### config.mk
export PLATFORM = sky130hd
export DESIGN_NAME = frame_capture_ctrl
export DESIGN_NICKNAME = d
export VERILOG_FILES = /design/src/rtl/frame_capture_pkg.sv /design/src/rtl/pix_pos_tracker.sv /design/src/rtl/frame_capture_ctrl.sv
export SDC_FILE = /design/constraint.sdc
export NUM_CORES = 1
export LEC_CHECK = 0
export ABC_AREA = 1
export CAP_MARGIN = 5
export CORE_ASPECT_RATIO = 0.9
export CORE_MARGIN = 3
export CORE_UTILIZATION = 43
export DETAILED_ROUTE_END_ITERATION = 6
export HOLD_SLACK_MARGIN = 0.05
export PLACE_DENSITY = 0.67
export SKIP_CTS_REPAIR_TIMING = 1
export SYNTH_ARGS = -nofsm -noshare
export SYNTH_HDL_FRONTEND = slang
export SYNTH_SLANG_ARGS = --single-unit
### constraint.sdc
create_clock -name i_clk -period 3.5 [get_ports i_clk]
set_input_delay 0.35 -clock i_clk [delete_from_list [all_inputs] [get_ports i_clk]]
set_output_delay 0.35 -clock i_clk [all_outputs]
set_load 0.1 [all_outputs]
### src/rtl/frame_capture_pkg.sv
// Shared types and default geometry for the frame capture controller.
// Holds the FSM state enum, the RGB888 pixel struct and the grayscale helper
// used when FRAME_CAPTURE_GRAY_EN is defined.
package frame_capture_pkg;

    localparam int PIX_W = 24;

    // Default camera and window geometry (640x480 source, 128x128 capture).
    localparam int DEF_SRC_W = 640;
    localparam int DEF_SRC_H = 480;
    localparam int DEF_DST_W = 128;
    localparam int DEF_DST_H = 128;
    localparam int DEF_STEP  = 3;
    localparam int DEF_X0    = 128;
    localparam int DEF_Y0    = 48;

    typedef enum logic [2:0] {
        IDLE,
        ARM,
        CAPTURE,
        PAD,
        DONE
    } cap_state_e;

    typedef struct packed {
        logic [7:0] r;
        logic [7:0] g;
        logic [7:0] b;
    } rgb888_t;

    // Y = (R + 2G + B) >> 2; a 10-bit sum cannot overflow (max 1020).
    function automatic rgb888_t rgb_to_gray(input rgb888_t p);
        logic [9:0] sum;
        sum = {2'b00, p.r} + {1'b0, p.g, 1'b0} + {2'b00, p.b};
        return '{r: sum[9:2], g: sum[9:2], b: sum[9:2]};
    endfunction

endpackage

### src/rtl/pix_pos_tracker.sv
// Source pixel position tracker.
// Follows the (x, y) position of every valid pixel and keeps modulo-STEP phase
// counters relative to the window origin, so the decimation grid is found
// without dividers. o_qualify marks the pixel currently on the bus.
module pix_pos_tracker
    import frame_capture_pkg::*;
#(
    parameter int SRC_W = DEF_SRC_W,
    parameter int SRC_H = DEF_SRC_H,
    parameter int DST_W = DEF_DST_W,
    parameter int DST_H = DEF_DST_H,
    parameter int STEP  = DEF_STEP,
    parameter int X0    = DEF_X0,
    parameter int Y0    = DEF_Y0
) (
    input  logic i_clk,
    input  logic i_rst,
    input  logic i_valid,
    input  logic i_sof,
    output logic o_qualify
);

    localparam int XW = $clog2(SRC_W + 1);
    localparam int YW = $clog2(SRC_H + 1);
    localparam int PW = (STEP > 1) ? $clog2(STEP) : 1;

    localparam logic [XW-1:0] X_LAST  = XW'(SRC_W - 1);
    localparam logic [YW-1:0] Y_LAST  = YW'(SRC_H - 1);
    localparam logic [XW-1:0] X_LO    = XW'(X0);
    localparam logic [XW-1:0] X_HI    = XW'(X0 + STEP * DST_W);
    localparam logic [YW-1:0] Y_LO    = YW'(Y0);
    localparam logic [YW-1:0] Y_HI    = YW'(Y0 + STEP * DST_H);
    localparam logic [PW-1:0] PH_LAST = PW'(STEP - 1);

    // *_q hold the position and phase of the next pixel to arrive.
    logic [XW-1:0] x_q, x_d, cur_x;
    logic [YW-1:0] y_q, y_d, cur_y;
    logic [PW-1:0] xph_q, xph_d, cur_xph;
    logic [PW-1:0] yph_q, yph_d, cur_yph;
    logic          wrap;

    // Resolve the current pixel's position and derive the next one.
    always_comb begin
        // A sof pixel is (0,0) regardless of what the counters expected.
        cur_x   = i_sof ? '0 : x_q;
        cur_y   = i_sof ? '0 : y_q;
        cur_xph = i_sof ? '0 : xph_q;
        cur_yph = i_sof ? '0 : yph_q;
        wrap    = (cur_x == X_LAST);

        x_d   = wrap ? '0 : cur_x + XW'(1);
        // Phase restarts exactly at the window edge; outside it is don't-care.
        xph_d = (x_d == X_LO || cur_xph == PH_LAST) ? '0 : cur_xph + PW'(1);

        y_d   = cur_y;
        yph_d = cur_yph;
        // y saturates on the last line so an over-long frame never aliases.
        if (wrap && cur_y != Y_LAST) begin
            y_d   = cur_y + YW'(1);
            yph_d = (y_d == Y_LO || cur_yph == PH_LAST) ? '0 : cur_yph + PW'(1);
        end

        o_qualify = i_valid
                 && cur_x >= X_LO && cur_x < X_HI
                 && cur_y >= Y_LO && cur_y < Y_HI
                 && cur_xph == '0 && cur_yph == '0;
    end

    // Advance the position counters on every valid pixel.
    always_ff @(posedge i_clk) begin
        // NOTE: sequential state uses non-blocking assignments so every register
        // samples pre-edge values and simulation matches the synthesized flops.
        if (i_rst) begin
            x_q   <= '0;
            y_q   <= '0;
            xph_q <= '0;
            yph_q <= '0;
        end else if (i_valid) begin
            x_q   <= x_d;
            y_q   <= y_d;
            xph_q <= xph_d;
            yph_q <= yph_d;
        end
    end

endmodule

### src/rtl/frame_capture_ctrl.sv
// Frame capture controller feeding the 128x128 image RAM controller.
// On i_start it arms, waits for the next start of frame, and writes exactly
// DST_W*DST_H decimated pixels; a truncated frame is padded with zeros so the
// downstream address counter stays frame-aligned.
// Optional: define FRAME_CAPTURE_GRAY_EN to write {Y,Y,Y} grayscale pixels.
module frame_capture_ctrl
    import frame_capture_pkg::*;
#(
    parameter int SRC_W = DEF_SRC_W,
    parameter int SRC_H = DEF_SRC_H,
    parameter int DST_W = DEF_DST_W,
    parameter int DST_H = DEF_DST_H,
    parameter int STEP  = DEF_STEP,
    parameter int X0    = DEF_X0,
    parameter int Y0    = DEF_Y0
) (
    input  logic             i_clk,
    input  logic             i_rst,
    input  logic             i_start,
    input  logic             i_valid,
    input  logic             i_sof,
    input  logic [PIX_W-1:0] i_data,
    output logic             o_wen,
    output logic [PIX_W-1:0] o_data,
    output logic             o_busy,
    output logic             o_done,
    output logic             o_err
);

    localparam int N_PIX = DST_W * DST_H;
    localparam int WC_W  = $clog2(N_PIX) + 1;
    localparam logic [WC_W-1:0] WC_LAST = WC_W'(N_PIX - 1);

    if (X0 + STEP * DST_W > SRC_W || Y0 + STEP * DST_H > SRC_H) begin : g_geom_err
        $error("frame_capture_ctrl: capture window exceeds the source frame");
    end

    cap_state_e       state_q;
    logic [WC_W-1:0]  wcnt_q, wcnt_d;
    logic             wen_q, busy_q, done_q, err_q;
    logic [PIX_W-1:0] data_q;
    rgb888_t          wr_pix_d;
    logic             qualify, take_px, px_last;

    pix_pos_tracker #(
        .SRC_W(SRC_W), .SRC_H(SRC_H), .DST_W(DST_W), .DST_H(DST_H),
        .STEP(STEP), .X0(X0), .Y0(Y0)
    ) u_pos (
        .i_clk    (i_clk),
        .i_rst    (i_rst),
        .i_valid  (i_valid),
        .i_sof    (i_sof),
        .o_qualify(qualify)
    );

`ifdef FRAME_CAPTURE_GRAY_EN
    assign wr_pix_d = rgb_to_gray(rgb888_t'(i_data));
`else
    assign wr_pix_d = rgb888_t'(i_data);
`endif

    assign wcnt_d = wcnt_q + WC_W'(1);

    // Decide whether the pixel on the bus is written and whether it is the last.
    always_comb begin
        take_px = 1'b0;
        // The sof pixel that leaves ARM is judged by the capture rules too.
        if (qualify) begin
            take_px = (state_q == CAPTURE) || (state_q == ARM && i_sof);
        end
        px_last = take_px && (wcnt_q == WC_LAST);
    end

    // Capture FSM with registered write strobe, data and status outputs.
    always_ff @(posedge i_clk) begin
        if (i_rst) begin
            state_q <= IDLE;
            wcnt_q  <= '0;
            wen_q   <= 1'b0;
            data_q  <= '0;
            busy_q  <= 1'b0;
            done_q  <= 1'b0;
            err_q   <= 1'b0;
        end else begin
            wen_q  <= 1'b0;
            done_q <= 1'b0;

            if (take_px) begin
                wen_q  <= 1'b1;
                data_q <= wr_pix_d;
                wcnt_q <= wcnt_d;
            end

            unique case (state_q)
                IDLE: begin
                    if (i_start) begin
                        err_q   <= 1'b0;
                        wcnt_q  <= '0;
                        busy_q  <= 1'b1;
                        state_q <= ARM;
                    end
                end
                ARM: begin
                    if (i_valid && i_sof) begin
                        if (px_last) begin
                            state_q <= DONE;
                            busy_q  <= 1'b0;
                            done_q  <= 1'b1;
                        end else begin
                            state_q <= CAPTURE;
                        end
                    end
                end
                CAPTURE: begin
                    // Completion wins over a coincident sof.
                    if (px_last) begin
                        state_q <= DONE;
                        busy_q  <= 1'b0;
                        done_q  <= 1'b1;
                    end else if (i_valid && i_sof) begin
                        state_q <= PAD;
                        err_q   <= 1'b1;
                    end
                end
                PAD: begin
                    wen_q  <= 1'b1;
                    data_q <= '0;
                    wcnt_q <= wcnt_d;
                    if (wcnt_q == WC_LAST) begin
                        state_q <= DONE;
                        busy_q  <= 1'b0;
                        done_q  <= 1'b1;
                    end
                end
                DONE: begin
                    state_q <= IDLE;
                end
                default: begin
                    state_q <= IDLE;
                end
            endcase
        end
    end

    assign o_wen  = wen_q;
    assign o_data = data_q;
    assign o_busy = busy_q;
    assign o_done = done_q;
    assign o_err  = err_q;

endmodule
After elaboration in Yosys (flattened, before gate mapping)
Index checks and enable logic that the tools add are counted.
W data, S select, Z words.
- register bits: 69
- logic and storage cells: 93
- add/subtract/negate cells: 5
- magnitude comparators: 4
- eq/ne operators: 16
- mux-type cells: 35
- reductions and logical operators: 22
- operators by type and width (cell ; count):
    $mux W15 ; 2
    $pmux W15 S2 ; 1
    $mux W10 ; 2
    $mux W3 ; 6
    $mux W9 ; 2
    $add A15 B1 Y15 const B ; 1
    $eq A15 B14 Y1 const B ; 1
    $mux W1 ; 13
    $pmux W3 S4 ; 1
    $reduce_and A4 Y1 ; 3
    $add A10 B1 Y10 const B ; 1
    $eq A10 B10 Y1 const B ; 1
    $eq A10 B8 Y1 const B ; 1
    $ge A10 B8 Y1 const B ; 1
    $logic_and A1 B1 Y1 ; 10
    $lt A10 B10 Y1 const B ; 1
    $mux W2 ; 5
    $add A9 B1 Y9 const B ; 1
    $eq A9 B6 Y1 const B ; 1
    $ge A9 B6 Y1 const B ; 1
    $lt A9 B9 Y1 const B ; 1
    $ne A9 B9 Y1 const B ; 1
    $eq A3 B2 Y1 const B ; 2
    $ne A2 B2 Y1 const B ; 3
    14 further kinds ; 20

Longest topological paths before layout
- word-level depth: 13
- mapped depth: 19
- gate-level depth less buffers: 16

Cells and area by module
Synthesis repeated with hierarchy kept, for this count alone.
- cell total of the unflattened synthesis: 543
- area, all modules: 3673.5 um2
- modules (own cells, without submodules) (module ; instances ; cells each ; area an instance (um2)):
    frame_capture_ctrl ; 1 ; 295 ; 2030.7
    pix_pos_tracker ; 1 ; 248 ; 1642.8

Worst setup path before layout
OpenSTA, ideal clock, no wires.
- kind: input to register
- start point: in i_sof
- end point: reg u_pos.y_q[6]
- library setup time: 132 ps
- arrival time: 2131 ps
- setup slack: 1237 ps
- cell stages on the path: 17
- buffers on the path: 4
- cell sequence: buf_6 -> inv_8 -> buf_6 -> buf_6 -> nand2_1 -> inv_1 -> ha_1 -> nand3_2 -> nor2_2 -> nand2_1 -> nor2_2 -> nand3_4 -> nor2_4 -> buf_6 -> nand3_1 -> o211ai_1 -> a21oi_1
- cells in the longest elaborated chain, start to end: 4
- elaborated cells on any way between the ends: 7
- those cells by class: 1 x add/sub; 2 x eq/ne; 3 x mux; 1 x reduce/logical
- ends and longest elaborated chain (item ; RTL line ; RTL):
    start, declared ; frame_capture_ctrl.sv:21 ; input logic i_sof,
    branches (longest 3 deep; another with $add A9 B1 Y9) ; - ;
    $mux W9 * ; pix_pos_tracker.sv:58 ; if (wrap && cur_y != Y_LAST) begin
    end signal, assigned ; pix_pos_tracker.sv:80 ; y_q <= y_d;
    end, declared ; pix_pos_tracker.sv:37 ; logic [YW-1:0] y_q, y_d, cur_y;
Mark *: on every way between the ends.
A chain may end at the register's enable or synchronous reset.

Worst setup path in the final report
- start point: in i_sof
- end point: reg u_pos.y_q[5]
Same word-level chain as after synthesis.

==> out/results.env <==
CELL_AREA_AFTER_SYNTHESIS_UM2=3670
LEADING_CELL_TYPE_IN_THE_LAYOUT_FILL_AND_TAPS_EXCLUDED='sky130_fd_sc_hd__nand2_1'
NUMCTSBUFFERS=9
VIAS_IN_THE_FIRST_GLOBAL_ROUTE=3347
MULTI_INPUT_AREA_UM2=1930
DETAILEDPLACEMENTHPWL_MM=6.13
WORST-SETUP-PATH-TYPE='in -> reg'
INITIAL_ANTENNA_VIOLATION_COUNT=0
POST_DP_CELL_AREA_UM2=4300
CAP_VIOL_MAX_COUNT=0
HOLD_VIOL_FINAL=0
OUTCOME='complete, but fails checks'
PLACE.PORT_BUFFERS=56
GRT.TOTAL_USAGE_PCT=19.1
DPL.CELL_COUNT=698
CRITPATHTOPFAMILY='simple AND/OR/NAND/NOR gates'
CRITICAL_PATH.MOST_COMMON_CELL='sky130_fd_sc_hd__nand2_1'
CLK_PIN_SLEW_WORST_PATHS_NS=0.08
CRITICAL_PATH.ENDPOINT_TYPE='flop'
SYNTHDISTINCTLIBCELLS=42
ANTENNADIODECOUNT=0
SYNTHARSTFLOPSHARE_PCT=0
MAX_FREQ_GHz=0.393
SETUP_VIOLATIONS=0
FINISH.NET_COUNT=630
SYNTH_NETS=578
DETAILROUTE.VIA_COUNT=3582
WORSTSETUPSTARTPOINTTYPE='input port'
CLOCK-ROOT-BUFFER='sky130_fd_sc_hd__clkbuf_8'
CTSLONGESTPATHBUFFERS=2
WIRELENGTH_MM=8.68
MIN_PERIOD_OVER_PERIOD_PCT=72.6
POST_DRT_VIA_CELL_RATIO=5.02
DIE_HEIGHT_UM=93.6
FINAL_WORST_SLACK_NS=0.958
LAYOUT_MIN_CYCLE_TIME_NS=2.54
CORE_UM2=8180
RSZ0062_AT_GRT='false'
INITIAL_CORE_UTIL_PCT=44.8
CRITICAL_PATH.CELL_CHAIN='clkdlybuf4s50_1 > inv_8 > nand2_1 > inv_1 > ha_1 > nand3_2 > nor2_2 > nand2_1 > nor2_2 > nand3_4 > nor2_4 > nand2_1 > o21ai_2 > nand2_1 > o211ai_1 > inv_2'
FINAL_CELL_MIX='sky130_fd_sc_hd__nand2_1 (109), sky130_fd_sc_hd__nor2_1 (84), sky130_fd_sc_hd__dfxtp_1 (69), sky130_fd_sc_hd__inv_1 (58), sky130_fd_sc_hd__clkdlybuf4s50_1 (56)'
SYNTH.AVG_CELL_AREA_UM2=6.77
SYNTH_AREA_LEADERS='sky130_fd_sc_hd__dfxtp_1 (38%), sky130_fd_sc_hd__nand2_1 (11%), sky130_fd_sc_hd__nor2_1 (8.6%), sky130_fd_sc_hd__inv_1 (5.9%), sky130_fd_sc_hd__a21oi_1 (5.2%)'
IO_PINS=57
TOTAL_POWER_mW=1.73
STD_CELL_ROWS=31
PLACE_WS_NS=0.578
TIMING_MAX_TRANSITION_VIOLATIONS_FINAL=0
MAX-SLEW-MARGIN-REL_PCT=33.1
NUM-FILL-CELLS=824
SYNTH.LARGEST_AREA_CELL='sky130_fd_sc_hd__dfxtp_1'
VIOLATIONS='design-rule violations'
NUMBER_OF_CELLS_PRODUCED_BY_SYNTHESIS=542
POWER-PER-CELL-AREA_nW_PER_UM2=384
H-TREE-DEPTH=3
REGAREA_UM2=1380
PLACE.GP.CONGESTION=0.862
CLOCK_LATENCY_ON_THE_WORST_SKEW_PAIR_NS=0.35
TIMING.CRITICAL_PATH.BUF_INV=4
FINAL_DESIGN_AREA_NO_FILL_UM2=4500
CP_SLOWEST_CELL='sky130_fd_sc_hd__clkdlybuf4s50_1'
DESIGN.DIE.AREA_UM2=9680
CLOCK_SKEW_NS=0.00636
CRITICAL_PATH_PEAK_FANOUT=26
IR_WORST_VDD_V=0.000204
FINAL_CELLS=714
ROUTE.DETAILED.DRC=9
SYNTHDOMINANTCELLAREASHARE_PCT=37.7
GRT-OVFL-TOTAL=0
LAYOUT.CORE_UTILIZATION_PCT=55.0
SYN2LAYOUT_AREA_GROWTH_PCT=22.7
YS.WARNINGS.COUNT=0
TRITONCTS='done'
TIMING_WORST_SLEW_PIN_VALUE_NS=1.00
POWER_LEAKAGE_nW=1.82
SLOWEST_DELAY_NS=0.51
DOMINANTREGCELLSYNTH='sky130_fd_sc_hd__dfxtp_1'
PIN_COUNT_OF_THE_BIGGEST_NET_ENTERING_GLOBAL_ROUTING=28
TRITONCTS_NUM_SINKS=69
CP.ARRIVAL_NS=2.79
SYNTH-SEQ-CELLS=69
HOLD_PATH.CLASS='reg -> reg'
WL_PER_CELL_UM=12.2
HOLD_WS_NS=0.464
DRTANTENNAVIOLNETS=0
NUMBER_OF_SYNTHESIZED_FLOPS_WITH_AN_ENABLE_PIN=0
LAYOUT_CELLS_SIZED_ABOVE_1_PCT=8.35
SETUP_TOTAL_NEGATIVE_SLACK_NS=0
DETAIL_ROUTE.FIRST_PASS.ITERATIONS=7
GRT_FIRST_PASS_WIRELENGTH_MM=14.9
FIRST_ITER_VIOLATIONS=174
CRIT_REQUIRED_NS=3.75
FLOORPLAN.DIE.WIDTH_UM=103
SEQUENTIAL_CELL_AREA_FRACTION_IN_THE_YOSYS_REPORT_PCT=37.7
==> logic make-up after synthesis <==
family | after synthesis | synth area share (%)
AOI/OAI and AO/OA | 82 | 12.3
xor gates and xnor gates | 2 | 0.478
adders and majority gates | 7 | 2.39
buffers and inverters | 83 | 9.72
DFF | 69 | 37.7
and+or+nand+nor | 299 | 37.5
==> report_power, final <==
group          total [mW]  switching, mW  internal [mW]
Sequential          0.822         0.0185          0.803
Combinational       0.224          0.147         0.0778
Clock               0.682          0.342          0.340
Total                1.73          0.507           1.22
==> path summary, 6_finish.rpt <==
check / from / end / slack, ns / cells past startpoint
max reg2reg: u_pos.x_q[0] / u_pos.y_q[5] / 1.33 / 14
max: i_sof / u_pos.y_q[5] / 0.96 / 16
min: wcnt_q[12] / wcnt_q[12] / 0.46 / 2
min reg2reg: wcnt_q[12] / wcnt_q[12] / 0.46 / 2
==> flip-flops by register name, indices dropped and copies added, names as in the netlist <==
| signal | count |
|---|---|
| u_pos.x_q | 10 |
| u_pos.y_q | 9 |
| o_err | 1 |
| o_busy | 1 |
| u_pos.yph_q | 2 |
| state_q | 3 |
| wcnt_q | 15 |
| o_wen | 1 |
| u_pos.xph_q | 2 |
| o_data | 24 |
| o_done | 1 |
==> final cells by class <==
type / count / share of cell area, %
Clock buffer: 9 / 2.75
Clock inverter: 7 / 1.78
Multi-Input combinational cell: 390 / 42.9
Tap cell: 115 / 3.20
Timing Repair Buffer: 61 / 13.3
Sequential cell: 69 / 30.7
Inverter: 63 / 5.42
==> layer usage <==
metal  wire length (µm)  GRT usage [%]
met2               3820           29.1
met5                  0              0
met4                 82           5.61
met1               4180           25.4
met3                595           6.56
==> worst reg2reg max path, cell delays in order, from the launching register on <==
cell                       delay [ns]
sky130_fd_sc_hd__dfxtp_1         0.35
sky130_fd_sc_hd__nand2_1         0.08
sky130_fd_sc_hd__inv_1           0.11
sky130_fd_sc_hd__ha_1            0.21
sky130_fd_sc_hd__nand3_2         0.12
sky130_fd_sc_hd__nor2_2          0.14
sky130_fd_sc_hd__nand2_1         0.10
sky130_fd_sc_hd__nor2_2          0.14
sky130_fd_sc_hd__nand3_4         0.14
sky130_fd_sc_hd__nor2_4          0.31
sky130_fd_sc_hd__nand2_1         0.11
sky130_fd_sc_hd__o21ai_2         0.07
sky130_fd_sc_hd__nand2_1         0.06
sky130_fd_sc_hd__o211ai_1        0.10
sky130_fd_sc_hd__inv_2           0.04
==> cell usage after synthesis (2+ instances only) <==
master / number
sky130_fd_sc_hd__nand2_1: 109
sky130_fd_sc_hd__nor2_1: 84
sky130_fd_sc_hd__dfxtp_1: 69
sky130_fd_sc_hd__inv_1: 58
sky130_fd_sc_hd__a21oi_1: 38
sky130_fd_sc_hd__nand3_1: 38
sky130_fd_sc_hd__nor3_1: 35
sky130_fd_sc_hd__o21ai_0: 24
sky130_fd_sc_hd__clkbuf_1: 12
sky130_fd_sc_hd__ha_1: 7
sky130_fd_sc_hd__nand4_1: 5
sky130_fd_sc_hd__nor3_2: 5
sky130_fd_sc_hd__buf_6: 4
sky130_fd_sc_hd__inv_2: 4
sky130_fd_sc_hd__nor2_2: 4
sky130_fd_sc_hd__o211ai_1: 4
sky130_fd_sc_hd__o21ai_1: 4
sky130_fd_sc_hd__and3_1: 3
sky130_fd_sc_hd__buf_2: 3
sky130_fd_sc_hd__nand3_2: 3
sky130_fd_sc_hd__nor2_4: 3
sky130_fd_sc_hd__o31ai_1: 3
sky130_fd_sc_hd__a211oi_1: 2
sky130_fd_sc_hd__nand2_2: 2
sky130_fd_sc_hd__nor4_1: 2
No activity file was read; power rests on OpenSTA's default activity.
